[src/rtl/frame_sequencer_pkg.sv]
// Shared definitions for the frame sequencer: FSM state encoding, default
// geometry and a counter-width helper.
package frame_sequencer_pkg;

  localparam int DEF_IMG_WIDTH  = 512;
  localparam int DEF_IMG_HEIGHT = 512;
  localparam int DEF_LB_DEPTH   = 4;
  localparam int DEF_KERNEL     = 3;

  typedef enum logic [1:0] {
    ST_IDLE  = 2'd0,
    ST_RUN   = 2'd1,
    ST_DRAIN = 2'd2,
    ST_DONE  = 2'd3
  } state_t;

  // Width able to hold values 0..n-1, never narrower than one bit.
  function automatic int cnt_width(input int n);
    return (n > 1) ? $clog2(n) : 1;
  endfunction

endpackage

[src/rtl/frame_sequencer_line_counter.sv]
// Column/line position counter for one pixel stream; the column wraps at
// WIDTH-1 and each wrap advances the line count.
module line_counter #(
  parameter int WIDTH  = 512,
  parameter int COL_W  = 9,
  parameter int LINE_W = 10
) (
  input  logic              clk,
  input  logic              rst,
  input  logic              clr,
  input  logic              en,
  output logic [COL_W-1:0]  col,
  output logic [LINE_W-1:0] line,
  output logic              col_last
);

  assign col_last = (col == COL_W'(WIDTH - 1));

  // NOTE: sequential state is updated with non-blocking assignments so every
  // register samples the pre-edge values regardless of statement order.
  always_ff @(posedge clk) begin
    if (rst || clr) begin
      col  <= '0;
      line <= '0;
    end else if (en) begin
      if (col_last) begin
        col  <= '0;
        line <= line + LINE_W'(1);
      end else begin
        col <= col + COL_W'(1);
      end
    end
  end

endmodule

[src/rtl/frame_sequencer.sv]
// Frame-level controller: ingress/egress position tracking, line-buffer
// credit gating of DMA ingress, line-freed interrupt and frame completion.
module frame_sequencer
  import frame_sequencer_pkg::*;
#(
  parameter int IMG_WIDTH  = DEF_IMG_WIDTH,
  parameter int IMG_HEIGHT = DEF_IMG_HEIGHT,
  parameter int LB_DEPTH   = DEF_LB_DEPTH,
  parameter int KERNEL     = DEF_KERNEL
) (
  input  logic        i_clk,
  input  logic        i_rst,
  input  logic        i_start,
  input  logic        i_in_valid,
  input  logic        i_in_ready,
  output logic        o_in_enable,
  input  logic        i_out_valid,
  input  logic        i_out_ready,
  output logic        o_out_last,
  output logic        o_interrupt,
  output logic        o_busy,
  output logic        o_done,
  output logic        o_err,
  output logic [15:0] o_lines_in,
  output logic [15:0] o_lines_out
);

  localparam int OUT_LINES = IMG_HEIGHT - KERNEL + 1;
  localparam int COL_W     = cnt_width(IMG_WIDTH);
  localparam int LINE_W    = cnt_width(IMG_HEIGHT + 1);
  localparam int CRED_W    = cnt_width(LB_DEPTH + 1);

  state_t              state, state_nxt;
  logic [CRED_W-1:0]   credits;
  logic                irq_q, err_q;

  logic [COL_W-1:0]    in_col, out_col;
  logic [LINE_W-1:0]   in_line, out_line;
  logic                in_col_last, out_col_last;
  logic [LINE_W:0]     lines_started;
  logic                more_lines, active;
  logic                frame_clr, in_fire, out_fire, consume, ret;
  logic                in_frame_end, out_frame_end, out_complete;
  logic                bad_in_beat, bad_out_beat, credit_overflow;

  assign frame_clr  = (state == ST_IDLE) && i_start;
  assign active     = (state == ST_RUN) || (state == ST_DRAIN);

  // A line counts as started once its first pixel has arrived.
  assign lines_started = {1'b0, in_line} + {{LINE_W{1'b0}}, (in_col != '0)};
  assign more_lines    = lines_started < (LINE_W + 1)'(IMG_HEIGHT);

  assign o_in_enable = (state == ST_RUN) &&
                       ((in_col != '0) || ((credits != '0) && more_lines));

  assign in_fire      = i_in_valid && i_in_ready && o_in_enable;
  assign out_complete = (out_line == LINE_W'(OUT_LINES));
  assign out_fire     = i_out_valid && i_out_ready && active && !out_complete;

  assign consume       = in_fire && (in_col == '0);
  assign ret           = out_fire && out_col_last;
  assign in_frame_end  = in_fire && in_col_last && (in_line == LINE_W'(IMG_HEIGHT - 1));
  assign o_out_last    = active && out_col_last && (out_line == LINE_W'(OUT_LINES - 1));
  assign out_frame_end = out_fire && o_out_last;

  assign bad_in_beat     = i_in_valid && i_in_ready && !o_in_enable;
  assign bad_out_beat    = i_out_valid && i_out_ready && (state == ST_IDLE);
  assign credit_overflow = ret && !consume && (credits == CRED_W'(LB_DEPTH));

  line_counter #(.WIDTH(IMG_WIDTH), .COL_W(COL_W), .LINE_W(LINE_W)) u_in_cnt (
    .clk      (i_clk),
    .rst      (i_rst),
    .clr      (frame_clr),
    .en       (in_fire),
    .col      (in_col),
    .line     (in_line),
    .col_last (in_col_last)
  );

  line_counter #(.WIDTH(IMG_WIDTH), .COL_W(COL_W), .LINE_W(LINE_W)) u_out_cnt (
    .clk      (i_clk),
    .rst      (i_rst),
    .clr      (frame_clr),
    .en       (out_fire),
    .col      (out_col),
    .line     (out_line),
    .col_last (out_col_last)
  );

  // NOTE: state_nxt is defaulted before the case so no path leaves it
  // unassigned, which would otherwise infer a latch.
  always_comb begin
    state_nxt = state;
    unique case (state)
      ST_IDLE:  if (i_start) state_nxt = ST_RUN;
      ST_RUN:   if (in_frame_end) state_nxt = ST_DRAIN;
      ST_DRAIN: if (out_frame_end || out_complete) state_nxt = ST_DONE;
      ST_DONE:  state_nxt = ST_IDLE;
      default:  state_nxt = ST_IDLE;
    endcase
  end

  always_ff @(posedge i_clk) begin
    if (i_rst) begin
      state   <= ST_IDLE;
      credits <= CRED_W'(LB_DEPTH);
      irq_q   <= 1'b0;
      err_q   <= 1'b0;
    end else begin
      state <= state_nxt;
      irq_q <= ret && more_lines;

      // A simultaneous consume and return leaves the credit count as is.
      if (frame_clr)
        credits <= CRED_W'(LB_DEPTH);
      else if (consume && !ret)
        credits <= credits - CRED_W'(1);
      else if (ret && !consume && (credits != CRED_W'(LB_DEPTH)))
        credits <= credits + CRED_W'(1);

      if (frame_clr)
        err_q <= 1'b0;
      if (bad_in_beat || bad_out_beat || credit_overflow)
        err_q <= 1'b1;
    end
  end

  assign o_interrupt = irq_q;
  assign o_err       = err_q;
  assign o_busy      = (state != ST_IDLE);
  assign o_done      = (state == ST_DONE);
  assign o_lines_in  = 16'(in_line);
  assign o_lines_out = 16'(out_line);

endmodule

[config.mk]
export PLATFORM = sky130hd
export DESIGN_NAME = frame_sequencer
export DESIGN_NICKNAME = d
export VERILOG_FILES = /design/src/rtl/frame_sequencer_pkg.sv /design/src/rtl/frame_sequencer_line_counter.sv /design/src/rtl/frame_sequencer.sv
export SDC_FILE = /design/constraint.sdc
export NUM_CORES = 1
export LEC_CHECK = 0
export ABC_AREA = 1
export CORE_MARGIN = 2
export CORE_UTILIZATION = 53
export DETAILED_ROUTE_END_ITERATION = 12
export GPL_TIMING_DRIVEN = 0
export PLACE_DENSITY = 0.8
export SETUP_SLACK_MARGIN = 0.3
export SYNTH_ARGS = -nofsm -noshare
export SYNTH_HDL_FRONTEND = slang
export SYNTH_SLANG_ARGS = --single-unit
[constraint.sdc]
create_clock -name i_clk -period 2.32 [get_ports i_clk]
set_input_delay 0.58 -clock i_clk [delete_from_list [all_inputs] [get_ports i_clk]]
set_output_delay 0.58 -clock i_clk [all_outputs]
set_load 0.005 [all_outputs]
==> out/summary.txt <==
Status -> finished, violations left
Failing checks -> setup timing
DRC Markers -> 0
Die boundary width -> 74.0 um
RSZ-0062 raised after global routing -> true
Synthesized cell area -> 2600 um^2
Top FF cell, synth -> dfxtp_1
Setup ws final -> -0.00898 ns
Most frequent cells in the layout -> nand2_1 (55), inv_1 (44), nor2_1 (40)
Post-Route M1 WL -> 2.70 mm
Vias/cell -> 4.97
DR top layer -> met4
TritonRoute pass-1 iters -> 4
Start point of the critical path -> u_out_cnt.col[1]$_SDFFE_PP0P_
H-tree levels -> 2
Critical path class -> register to register
Hold Path Origin -> u_in_cnt.col[8]$_SDFFE_PP0N_
Area growth syn-to-layout -> 34.4%
Nets@finish -> 453
Clk buf depth -> 2
Reg2reg path depth -> 17
Die ar. -> 5480 um^2
Fin crit share -> 100%
Row count -> 25
Dpl cells -> 467
Gate Count Post-Synth -> 357
Starting Density -> 55.0%
Die H -> 74.0 um
Pwr Total -> 2.24 mW
Final setup fails -> 3
Post-route ant nets -> 0
CTS tree -> done
Number of flops mapped to enable cells by yosys -> 0
Core footprint -> 4720 um^2
Seq/Total Area, Yosys -> 34.7%
Top cells by area, synth -> dfxtp_1 (35%), nand2_1 (8.1%), inv_1 (7.2%)
Io pins -> 45
Vias in the first global route -> 2,236
Routed WL -> 6.20 mm
Worst Skew -> 0.0133 ns
Commonest non-fill, non-tap cell in the layout -> nand2_1
N_diodes -> 0
Register clock-pin slew on the reported worst setup and hold paths -> 0.09 ns
WL/cell -> 12.4 um
Crit path arrival time -> 2.53 ns
Total CTS buffers -> 5
Critical Path Sink Type -> register
Worst R2R Start -> u_out_cnt.col[1]$_SDFFE_PP0P_
Synthesized area per cell -> 7.28 um^2
Largest net degree at the start of global routing -> 16
First-pass GRT wire length -> 9.59 mm
Setup tns final -> -0.0177 ns
Met3 routed WL -> 269 um
Crit Path Max Fanout -> 4
CP required -> 2.52 ns
HP Class -> register to register
Fin cells -> 499
Yosys cell types -> 38
WHS Path Cells -> 2
Hold WS -> 0.489 ns
Root Buffer -> clkbuf_8
PD cells -> 640 nW/um^2
Area share of the leading cell type in the synthesized netlist -> 34.7%
#FFs+latches synth -> 45
Endpoints failing hold -> 0
Startpoint types -> register
Via count of the routed design -> 2,479
Initial drt markers -> 144
Post-DP HPWL -> 4.04 mm
Ratio of cells with drive above 1 in the final layout -> 21.8%
Synth area leader -> dfxtp_1
GRT Util Overall -> 22.7%
Max-Cap Viols -> 0
Peak supply drop -> 0.000410 V
Clock Sinks -> 45
Fin. max-slew vios -> 0
Tmin final -> 2.33 ns
GPL Wtd Cong -> 0.846
Worst-Skew Late Latency -> 0.31 ns
Leakage -> 1.53 nW
IO Port Bufs -> 32
Synth Warn # -> 0
Antenna violations before repair -> 0
Metal2 WL -> 3.10 mm
Grt total ovfl -> 0
Async S/R FF share, synth -> 0%
Fmax achieved -> 0.429 GHz
-- cells by family (layout without fill, tap and decap cells) --
kind of cell	count (synthesis)	in the layout	synth area share, %
AO/OA/AOI/OAI	54	54	11.6
XOR/XNOR	8	8	2.70
adder cells (fa/ha/maj)	15	15	7.51
buffers and inverters	67	131	12.1
flip-flops	45	45	34.7
other	1	12	0.144
AND/OR/NAND/NOR	167	167	31.3
-- cell type report --
class	instances	area, um^2
Sequential cell	45	911
Multi-Input combinational cell	256	1550
Buffer	15	114
Clock inverter	3	46.3
Tap cell	67	83.8
Fill cell	373	1230
Timing Repair Buffer	56	512
Clock buffer	5	68.8
Inverter	52	205
-- synth_stat cells (all sizes together), types with 2 or more instances --
| cell | instances |
|---|---|
| buf | 15 |
| a211oi | 2 |
| nand2 | 60 |
| o21a | 2 |
| nand4 | 8 |
| nor3 | 17 |
| and3 | 2 |
| a21oi | 29 |
| dfxtp | 45 |
| ha | 14 |
| xor2 | 4 |
| o21bai | 2 |
| a31oi | 4 |
| xnor2 | 4 |
| nand3b | 2 |
| clkinv | 2 |
| o21ai | 14 |
| nor2 | 46 |
| inv | 50 |
| nand3 | 29 |
-- metal layers --
| layer | vias to the layer above | GRT usage [%] |
|---|---|---|
| met2 | 53 | 39.7 |
| li1 | 1284 | - |
| met3 | 13 | 5.01 |
| met5 | - | 0 |
| met1 | 1129 | 26.8 |
| met4 | 0 | 9.70 |
-- power by group --
part           leakage [nW]  total, mW  internal (mW)  switching [mW]
Sequential            0.366      0.854          0.818          0.0360
Clock                0.0543      0.610          0.323           0.287
Combinational          1.11      0.772          0.352           0.420
Total                  1.53       2.24           1.49           0.743
-- worst max-delay path, stage by stage, from the launching register on --
cell and delay [ns]:
dfxtp_2 0.36, ha_4 0.15, nand3_2 0.08, nor2_2 0.09, and3_1 0.16, ha_2 0.18
nand3_2 0.09, nor3_4 0.20, buf_4 0.15, buf_6 0.09, buf_6 0.08, buf_6 0.09
buf_6 0.09, nand3_4 0.06, a21oi_4 0.17, nand3_2 0.08, nand2_1 0.09, nor2_1 0.04
-- final timing paths --
path,to,slack [ns]
hold / removal,u_in_cnt.col[8]$_SDFFE_PP0N_,0.49
setup reg to reg,state[1]$_SDFFE_PP0P_,-0.009
hold reg to reg,u_in_cnt.col[8]$_SDFFE_PP0N_,0.49
setup / recovery,state[1]$_SDFFE_PP0P_,-0.009
-- repair_timing --
item                       CTS  global route
setup endpoints to repair    7            25
pin swaps                   12            13
gates resized for setup     27            22
setup buffers               21             3
hold buffers                 0             0
-- sequential cells by signal, indices dropped and copies added, names as in the netlist --
signal and flops:
u_out_cnt.col 9, state 2, o_interrupt 1, u_in_cnt.col 9, u_in_cnt.line 10, o_err 1, credits 3, u_out_cnt.line 10
-- through the flow --
step / setup WS (ns) / area [um^2] / util (%)
3_5_place_dp: -0.270 / 3050 / 64.7
3_3_place_gp: -0.272 / 3050 / 64.7
5_1_grt: -0.152 / 3490 / 73.9
6_report: -0.00898 / 3490 / 73.9
2_1_floorplan: 0.304 / 2650 / -
4_1_cts: 0.0415 / 3380 / 71.6
Note: power is estimated with default switching activity, not from simulation.
